===== src/rtl/serial_feed_pkg.sv =====
// Shared definitions for the serial bit feeder.
//   feed_state_t : FSM state encoding (ST_IDLE, ST_SHIFT, ST_PARITY, ST_GAP)
//   clog2_min1   : counter width helper, never returns less than 1 bit
package serial_feed_pkg;

  typedef enum logic [1:0] {
    ST_IDLE   = 2'd0,
    ST_SHIFT  = 2'd1,
    ST_PARITY = 2'd2,
    ST_GAP    = 2'd3
  } feed_state_t;

  function automatic int unsigned clog2_min1(input int unsigned value);
    return (value <= 1) ? 1 : $clog2(value);
  endfunction

endpackage


===== src/rtl/serial_bit_feeder.sv =====
// serial_bit_feeder
//   Accepts a parallel word over a valid/ready handshake and shifts it out
//   one bit per clock on bit_out. Between words bit_out holds IDLE_BIT.
//   Optional even-parity bit after each word: define FEEDER_PARITY_EN.
// Parameters
//   WIDTH      data word width (>= 2)
//   MSB_FIRST  1: bit WIDTH-1 leaves first, 0: bit 0 leaves first
//   GAP_CYCLES idle cycles inserted after each word (0..255)
//   IDLE_BIT   bit_out level when no data/parity bit is driven
// Ports
//   clk        rising-edge clock
//   reset_n    asynchronous active-low reset
//   load_data  parallel word, sampled only on handshake
//   load_valid producer offers load_data
//   load_ready feeder accepts a word this cycle (combinational)
//   bit_out    serial data (registered)
//   bit_valid  bit_out carries a data or parity bit (registered)
//   busy       FSM is not in IDLE
module serial_bit_feeder
  import serial_feed_pkg::*;
#(
  parameter int unsigned WIDTH      = 8,
  parameter bit          MSB_FIRST  = 1'b1,
  parameter int unsigned GAP_CYCLES = 0,
  parameter bit          IDLE_BIT   = 1'b0
) (
  input  logic             clk,
  input  logic             reset_n,
  input  logic [WIDTH-1:0] load_data,
  input  logic             load_valid,
  output logic             load_ready,
  output logic             bit_out,
  output logic             bit_valid,
  output logic             busy
);

  localparam int unsigned CNT_W = clog2_min1(WIDTH);
  localparam int unsigned GAP_W = clog2_min1(GAP_CYCLES + 1);
  localparam logic [CNT_W-1:0] CNT_LAST = CNT_W'(WIDTH - 1);
  localparam logic [GAP_W-1:0] GAP_INIT = (GAP_CYCLES > 0) ? GAP_W'(GAP_CYCLES - 1) : '0;

  feed_state_t      state;
  logic [WIDTH-1:0] shreg;
  logic [CNT_W-1:0] bit_cnt;
  logic [GAP_W-1:0] gap_cnt;
`ifdef FEEDER_PARITY_EN
  logic             parity_bit;
`endif

  logic             last_out;
  logic             load_fire;
  logic             first_bit;
  logic [WIDTH-1:0] shreg_init;
  logic             next_bit;
  logic [WIDTH-1:0] shreg_next;

  // shreg holds only the bits not yet presented; the first bit goes straight
  // to bit_out at capture so it is visible one edge after the handshake.
  always_comb begin
    first_bit  = MSB_FIRST ? load_data[WIDTH-1] : load_data[0];
    shreg_init = MSB_FIRST ? {load_data[WIDTH-2:0], 1'b0} : {1'b0, load_data[WIDTH-1:1]};
    next_bit   = MSB_FIRST ? shreg[WIDTH-1] : shreg[0];
    shreg_next = MSB_FIRST ? {shreg[WIDTH-2:0], 1'b0} : {1'b0, shreg[WIDTH-1:1]};
  end

  // Final output cycle of a word: last data bit, or the parity bit.
  always_comb begin
`ifdef FEEDER_PARITY_EN
    last_out = (state == ST_PARITY);
`else
    last_out = (state == ST_SHIFT) && (bit_cnt == '0);
`endif
    load_ready = (state == ST_IDLE)
               || (last_out && (GAP_CYCLES == 0))
               || ((state == ST_GAP) && (gap_cnt == '0));
    load_fire  = load_valid && load_ready;
  end

  assign busy = (state != ST_IDLE);

  // A handshake can only occur in IDLE or a final cycle, so servicing it
  // ahead of the per-state case gives the zero-bubble reload directly.
  always_ff @(posedge clk or negedge reset_n) begin
    if (!reset_n) begin
      state      <= ST_IDLE;
      shreg      <= '0;
      bit_cnt    <= '0;
      gap_cnt    <= '0;
      bit_out    <= IDLE_BIT;
      bit_valid  <= 1'b0;
`ifdef FEEDER_PARITY_EN
      parity_bit <= 1'b0;
`endif
    end else if (load_fire) begin
      state      <= ST_SHIFT;
      shreg      <= shreg_init;
      bit_cnt    <= CNT_LAST;
      bit_out    <= first_bit;
      bit_valid  <= 1'b1;
`ifdef FEEDER_PARITY_EN
      parity_bit <= ^load_data;
`endif
    end else begin
      case (state)
        ST_IDLE: begin
          bit_out   <= IDLE_BIT;
          bit_valid <= 1'b0;
        end
        ST_SHIFT: begin
          if (bit_cnt != '0) begin
            shreg   <= shreg_next;
            bit_out <= next_bit;
            bit_cnt <= bit_cnt - 1'b1;
          end else begin
`ifdef FEEDER_PARITY_EN
            state   <= ST_PARITY;
            bit_out <= parity_bit;
`else
            state     <= (GAP_CYCLES > 0) ? ST_GAP : ST_IDLE;
            gap_cnt   <= GAP_INIT;
            bit_out   <= IDLE_BIT;
            bit_valid <= 1'b0;
`endif
          end
        end
`ifdef FEEDER_PARITY_EN
        ST_PARITY: begin
          state     <= (GAP_CYCLES > 0) ? ST_GAP : ST_IDLE;
          gap_cnt   <= GAP_INIT;
          bit_out   <= IDLE_BIT;
          bit_valid <= 1'b0;
        end
`endif
        ST_GAP: begin
          bit_out   <= IDLE_BIT;
          bit_valid <= 1'b0;
          if (gap_cnt == '0) begin
            state <= ST_IDLE;
          end else begin
            gap_cnt <= gap_cnt - 1'b1;
          end
        end
        default: begin
          state     <= ST_IDLE;
          bit_out   <= IDLE_BIT;
          bit_valid <= 1'b0;
        end
      endcase
    end
  end

endmodule


===== config.mk =====
export PLATFORM = sky130hd
export DESIGN_NAME = serial_bit_feeder
export DESIGN_NICKNAME = d
export VERILOG_FILES = /design/src/rtl/serial_feed_pkg.sv /design/src/rtl/serial_bit_feeder.sv
export SDC_FILE = /design/constraint.sdc
export NUM_CORES = 1
export LEC_CHECK = 0
export CORE_AREA = 4 4 42 44
export CTS_CLUSTER_DIAMETER = 100
export CTS_CLUSTER_SIZE = 12
export DETAILED_ROUTE_END_ITERATION = 8
export DIE_AREA = 0 0 46 48
export HOLD_SLACK_MARGIN = 0.1
export PLACE_DENSITY = 0.71
export SLEW_MARGIN = 20
export SYNTH_ARGS = -nofsm -noshare
export SYNTH_HDL_FRONTEND = slang
export SYNTH_SLANG_ARGS = --single-unit

===== constraint.sdc =====
create_clock -name clk -period 3.2 [get_ports clk]
set_input_delay 0.32 -clock clk [delete_from_list [all_inputs] [get_ports clk]]
set_output_delay 0.32 -clock clk [all_outputs]
set_load 0.01 [all_outputs]

==> results.toml, run 1 <==
[hold_path]
hp-class = "primary input to asynchronous set/reset pin"

[pwr]
p_per_area_nw_per_um2 = 784
leakagePower_nw = 0.367
ir_worst_vdd_uv = 362

[detailed_routing]
avgRoutedWirePerCell_um = 11.6
first_pass_iters = 4
detail-route-antenna-nets = 0
routed_via_density = 4.85
drt_wl_total_um = 982
initialDrtViolationCount = 4
vias = 412
drc_errors = 0

[placement]
dp_hpwl_um = 693
port_buffers = 14
placed_cells = 81
gp_congestion = 0.646

[synthesis]
yosysTopAreaCell = "dfrtp_1"
synthCells = 54
netlist-cell-type-count = 16
seq_area_frac_synth_pct = 54.2
synth_area_leaders = "dfrtp_1 (54%), mux2i_1 (12%), nand2_1 (5.0%), o21ai_2 (4.4%), ha_1 (4.2%)"
yosysTopAreaCellShare_pct = 54.2
ys_warn_count = 0
synthesis.nets = 67
syn_area_um2 = 601
avgSynthCellArea_um2 = 11.1
ys_ff_latch = 13

[finish]
fill_cells = 132
area_growth_pct = 27.1
register_area_um2 = 325
multi_input_area_um2 = 236
fin_nets = 83
antenna-diode-count = 0
stdcell_count = 85
drive_above_1_share_pct = 13.0

[cts]
post_cts_resized = 0
cts-hold-fix-buffers = 0
clock_latency_ns = 0.27
htree_num_levels = 1
post_cts_buffers = 0
cts_tree = "built"
cts_made_buffers = 3
clock_sinks = 13
clock-root-buffer = "clkbuf_4"
cts.path.max_buffers = 2
clkSlewWorstSetupHoldPaths_ns = 0.08

[setup_path]
critical_path_required_ns = 2.88
crit_path_end_kind = "output pin"
crit_arrival_ns = 2.08
path_class = "flop to output pin"
start_kind = "flop"
worstPathMaxFanout = 24

[floorplan]
die_h_um = 48
ios = 15
die_area_um2 = 2210
start_util_pct = 41.8
fp-row-count = 14
chipWidth_um = 46
core-area_um2 = 1440

[sta]
skew_ns = 0.00103
worst_pin_slew_ns = 0.616
hold_viol = 0
slew_violations = 0
setup_viol = 0
slew_headroom_pct = 58.8
max_freq_mhz = 416
fin_hold_ws_ns = 0.408
final.setup.tns_ns = 0
rsz0062_at_grt = "false"
fin_crit_ns = 2.40
fin_crit_sh_pct = 75.1

[grt]
antenna_found_initial = 0
grt_max_degree = 25
grt_overflow = 0
grt_util_all_layers_pct = 10.8
grt_pass1_vias = 361
grt_pass1_wl_um = 1600

[status]
run_status = "finished, final reports clean"

[flow_run]
maxCapViolations = 0
## through the flow
stage,util [%],cell area [um2],power [mW],worst slack (ns)
finish,53.1,763,0.598,0.798
global route,53.1,763,0.659,0.610
CTS,53.1,763,0.612,0.759
detailed placement,51.3,737,0.509,1.07
global placement,51.3,737,0.501,1.12
floorplan,-,601,0.433,1.69
## sequential cells by signal, summed over array words and instances (netlist names)
| register | count |
|---|---|
| shreg | 7 |
| bit_cnt | 3 |
| bit_out | 1 |
| bit_valid | 1 |
| state | 1 |
## synthesized netlist by cell type
library cell  count
a21oi_1           3
inv_1             4
nor2_1            1
buf_6             1
nor2b_4           1
mux2i_1           7
nor3_1            3
o21ai_0           4
ha_1              2
buf_4             1
mux2_2            1
o21ai_2           3
buf_2             1
dfrtp_1          13
nand2_1           8
or2_2             1
## cell families after synthesis
group / synth area share [%]
and+or+nand+nor: 11.5
adders and majority gates: 4.17
AOI/OAI and AO/OA: 10.2
DFF: 54.2
buffers and inverters: 6.46
muxes: 13.5
## critical path: stages (launching register included)
cell and delay (ns):
dfrtp_1 0.37, inv_1 0.05, ha_1 0.19, ha_1 0.21
nor2b_4 0.43, inv_1 0.07, clkdlybuf4s50_1 0.49
## area by class of cell
class / instances / share of cell area, %
Multi-Input combinational cell: 34 / 31.0
Timing Repair Buffer: 14 / 18.4
Inverter: 4 / 1.97
Clock buffer: 4 / 3.44
Sequential cell: 13 / 42.6
Tap cell: 16 / 2.62
## final timing paths
path                                 start          to  slack [ns]  cells after the start
worst max-delay path            bit_cnt[0]  load_ready        0.80                      6
worst min-delay path               reset_n  bit_cnt[2]        0.41                      1
worst max register to register  bit_cnt[0]   bit_valid        1.45                      5
worst min register to register  bit_cnt[0]  bit_cnt[0]        0.48                      1
max in group asynchronous          reset_n    shreg[6]        2.42                      1
min in group clk                bit_cnt[0]  bit_cnt[0]        0.48                      1
## routing by layer
layer  vias up  GRT usage [%]  part of all wire (%)
met3         2           5.64                   5.1
li1        212              -                     -
met4         0           5.11                   1.5
met5         -              0                     0
met2         9           15.1                    45
met1       189           13.6                    48
## report_power, final
group / internal [mW] / switching, mW
clock network: 0.0483 / 0.0525
registers: 0.231 / 0.0300
logic: 0.117 / 0.119
total: 0.396 / 0.202
## layout by cell type, fill, tap and decap left out
cell / count
clkdlybuf4s50_1: 14
dfrtp_1: 13
nand2_1: 8
mux2i_1: 7
inv_1: 4
o21ai_0: 4
nor3_1: 3
a21oi_1: 3
o21ai_2: 3
clkbuf_4: 3
ha_1: 2
nor2b_4: 1
nor2_1: 1
mux2_2: 1
or2_2: 1
clkbuf_1: 1
Power figures use the tool's default switching activity.
==> inputs of run 2 (changes only) <==
CORE_AREA = 4 4 44 46   (was 4 4 42 44)
DIE_AREA = 0 0 48 50   (was 0 0 46 48)
PLACE_DENSITY = 0.68   (was 0.71)
clock period = 1.95 ns   (was 3.2 ns; I/O delays follow)
==> results.toml, run 2 (synthesis results as in run 1) <==
[status]
run_status = "finished, final reports clean"

[detailed_routing]
vias = 414
detail-route-antenna-nets = 0
initialDrtViolationCount = 7
avgRoutedWirePerCell_um = 12.0
first_pass_iters = 4
routed_via_density = 4.81
drt_wl_total_um = 1030
drc_errors = 0

[setup_path]
path_class = "flop to flop"
worstPathMaxFanout = 23
r2r_slack_ns = 0.31
start_kind = "flop"
r2r-start = "bit_cnt[0]"
critical_path_required_ns = 2.12
rr_worst_depth = 6
crit_path_end_kind = "flop"
crit_arrival_ns = 1.81
timing.rr.end = "bit_valid"

[finish]
area_growth_pct = 29.0
top_register = "shreg"
fin_nets = 84
fill_cells = 141
antenna-diode-count = 0
largest_reg_flops = 7
finish.utilization_pct = 51.4
stdcell_count = 86
register_area_um2 = 325
multi_input_area_um2 = 236
final_cell_mix = "dfrtp_1 (13), clkdlybuf4s50_1 (13), nand2_1 (8)"
top_regs = "shreg (7), bit_cnt (3)"
drive_above_1_share_pct = 15.7

[grt]
grt_overflow = 0
grt_util_all_layers_pct = 9.36
grt.busiest_layer = "met2"
gr-usage-met3_pct = 6.55
antenna_found_initial = 0
grtUsageMet2_pct = 13.2
grt_max_degree = 24
grt_pass1_wl_um = 1530
gr-usage-met1_pct = 11.3
grt_pass1_vias = 351

[pwr]
ir_worst_vdd_uv = 632
totalPowerFinal_mw = 0.998
p_per_area_nw_per_um2 = 1290
leakagePower_nw = 0.390

[sta]
rsz0062_at_grt = "false"
hold_viol = 0
fin_crit_sh_pct = 84.2
slew_violations = 0
final.setup.tns_ns = 0
slew_headroom_pct = 58.4
setup_viol = 0
worst_pin_slew_ns = 0.621
skew_ns = 0.00442
fin_crit_ns = 1.64
max_freq_mhz = 609
fin_hold_ws_ns = 0.275

[placement]
gp_congestion = 0.667
placed_cells = 82
dp_hpwl_um = 701
port_buffers = 14

[floorplan]
start_util_pct = 39.9
die_h_um = 50
fp-row-count = 14
die_area_um2 = 2400
core-area_um2 = 1510
ios = 15
chipWidth_um = 48

[cts]
clock_latency_ns = 0.28
clock-root-buffer = "clkbuf_4"
clock_sinks = 13
clkSlewWorstSetupHoldPaths_ns = 0.08
cts.path.max_buffers = 2
htree_num_levels = 1
cts_tree = "built"
cts_made_buffers = 3

[hold_path]
hp-class = "primary input to asynchronous set/reset pin"

[flow_run]
maxCapViolations = 0
## run 2: cell count changes in the layout (fill, tap and decap cells not counted)
cell and change:
clkdlybuf4s50_1 -1, buf_4 +1, dlymetal6s2s_1 +1, clkbuf_1 -1, clkinv_2 +1
## run 2: final cells by class
class / count / share of cell area (%)
multi-input combinational: 34 / 30.5
timing repair buffer: 15 / 19.4
clock buffer: 3 / 2.91
clock inverter: 1 / 0.646
sequential: 13 / 42.0
tap: 16 / 2.58
inverter: 4 / 1.94
## run 2: critical path, cell delays in order, from the launching register on
cell and delay [ns]:
dfrtp_1 0.37, inv_1 0.05, ha_1 0.19, ha_1 0.21, nor2b_4 0.11, buf_4 0.25, mux2_2 0.36
## run 2: per-layer routing
metal,up-vias,part of all wire [%]
met5,-,0
met4,0,0.58
met3,2,11
met2,13,43
met1,187,46
li1,212,-
## run 2: power by group
| part | switching (mW) | internal (mW) | leakage (nW) |
|---|---|---|---|
| Combinational | 0.199 | 0.202 | 0.211 |
| Sequential | 0.0510 | 0.378 | 0.162 |
| Clock | 0.0912 | 0.0761 | 0.0177 |
| Total | 0.341 | 0.656 | 0.390 |
## run 2: repair_timing
action,CTS,global route
setup buffers,0,0
endpoints found under the setup margin,0,1
endpoints found under the hold margin,0,0
gates resized for setup,0,1
hold buffers,0,0
## run 2: per-stage QoR
stage | area (um2) | setup WS (ns)
finish | 774 | 0.308
global route | 774 | 0.238
CTS | 772 | 0.0195
detailed placement | 744 | 0.311
global placement | 744 | 0.351
floorplan | 601 | 0.565
## run 2: worst max-delay path by stage
stage,from,endpoint,slack [ns]
final,bit_cnt[0],bit_valid,0.31
after global routing,bit_cnt[0],bit_valid,0.24
after CTS,bit_cnt[0],load_ready,0.02
after detailed placement,bit_cnt[0],bit_valid,0.31
after global placement,bit_cnt[0],bit_valid,0.35
after floorplan,bit_cnt[0],load_ready,0.57
==> inputs of run 3 (changes only) <==
clock period = 1.4 ns   (was 1.95 ns; I/O delays follow)
==> results.toml, run 3 (synthesis results as in run 1) <==
[status]
run_status = "complete, but fails checks"
violations = "setup timing"

[finish]
top_regs = "shreg (7), bit_cnt (3)"
register_area_um2 = 325
antenna-diode-count = 0
top_register = "shreg"
drive_above_1_share_pct = 38.5
finish.utilization_pct = 60.3
area_growth_pct = 51.2
multi_input_area_um2 = 284
fin_nets = 92
largest_reg_flops = 7
final_cell_mix = "dfrtp_1 (13), clkdlybuf4s50_1 (13), mux2i_1 (7)"
fill_cells = 118
design_area_um2 = 908

[hold_path]
hp-class = "primary input to asynchronous set/reset pin"

[cts]
clock_sinks = 13
cts_made_buffers = 3
htree_num_levels = 1
clkSlewWorstSetupHoldPaths_ns = 0.08
cts.path.max_buffers = 2
clock-root-buffer = "clkbuf_4"
cts_tree = "built"
clock_latency_ns = 0.27

[setup_path]
worst-path-buf-inv = 3
critical_path_required_ns = 1.26
path_class = "flop to output pin"
crit_slowest_cell = "dfrtp_1"
path_cells = "inv_1 > ha_2 > ha_4 > nor2b_4 > inv_2 > buf_6"
critical-path-top-delay-family = "flip-flops"
worstPathMaxFanout = 3
crit_arrival_ns = 1.33
critPathMaxStageDelay_ns = 0.35
crit_path_end_kind = "output pin"
start_kind = "flop"

[grt]
antenna_found_initial = 0
grt_pass1_vias = 410
grt_overflow = 0
grt_util_all_layers_pct = 9.97
grt_pass1_wl_um = 1680
grt_max_degree = 14

[pwr]
leakagePower_nw = 0.435
p_per_area_nw_per_um2 = 1920
ir_worst_vdd_uv = 1180

[sta]
layout_setup_ws_ns = -0.0652
fin_crit_ns = 1.47
rsz0062_at_grt = "true"
max_freq_mhz = 683
worst_pin_slew_ns = 0.189
fin_crit_sh_pct = 105
slew_headroom_pct = 87.0
setup_viol = 2
skew_ns = 0.00402
hold_viol = 0
slew_violations = 0

[detailed_routing]
avgRoutedWirePerCell_um = 12.6
drt_wl_total_um = 1180
vias = 436
first_pass_iters = 3
detail-route-antenna-nets = 0
initialDrtViolationCount = 12
drc_errors = 0
routed_via_density = 4.64

[placement]
placed_area_um2 = 782
gp_congestion = 0.712
port_buffers = 14
dp_hpwl_um = 719
detailedPlace.worstSlack_ns = -0.161

[floorplan]
die_area_um2 = 2400
ios = 15
core-area_um2 = 1510
chipWidth_um = 48
fp-row-count = 14
start_util_pct = 39.9
die_h_um = 50

[flow_run]
maxCapViolations = 0
-- run 3: cell types whose count changed in the layout (fill, tap and decap cells not counted), sizes merged --
cell	before	now
clkbuf	3	5
clkinv	1	0
buf	1	9
dlymetal6s2s	1	0
-- run 3: routing by layer --
metal  vias up  share of wire, %  track usage, %
li1        232                 -               -
met1       190                43            12.8
met2        12                49            15.0
met3         2               5.8            2.18
met4         0               1.8            5.38
met5         -                 0               0
-- run 3: stage by stage --
stage	setup TNS [ns]	hold slack (ns)	power [mW]	instances
after floorplan	0	-0.156	0.989	54
after global placement	-0.221	0.462	1.21	87
after detailed placement	-0.307	0.460	1.23	87
after CTS	-0.0864	0.164	1.54	92
after global routing	-0.508	0.172	1.88	94
final	-0.101	0.171	1.74	94
-- run 3: final timing paths --
check	from	endpoint	slack (ns)	depth (start not counted)
setup / recovery	bit_cnt[1]	load_ready	-0.07	6
hold / removal	reset_n	shreg[2]	0.17	2
setup reg to reg	bit_cnt[1]	bit_valid	-0.04	6
hold reg to reg	shreg[2]	shreg[3]	0.49	2
max in group asynchronous	reset_n	shreg[1]	1.07	2
min in group clk	load_data[7]	bit_out	0.44	3
-- run 3: area by class of cell --
type	count	share of cell area, %
flip-flops and latches	13	35.8
multi-input cells	34	31.3
repair buffers	23	26.2
clock buffers	4	2.89
well taps	16	2.20
inverters	4	1.65
-- run 3: timing repair --
action / 4_1_cts / 5_1_grt
endpoints found under the setup margin: 2 / 9
buffers inserted: 1 / 1
hold buffers: 0 / 0
gates resized for setup: 9 / 15
pin swaps: 1 / 2
cloned: 0 / 1
-- run 3: power breakdown --
part	switching (mW)	internal, mW	leakage [nW]
sequential	0.0739	0.527	0.162
clock	0.116	0.110	0.0150
combinational	0.401	0.513	0.258
total	0.591	1.15	0.435
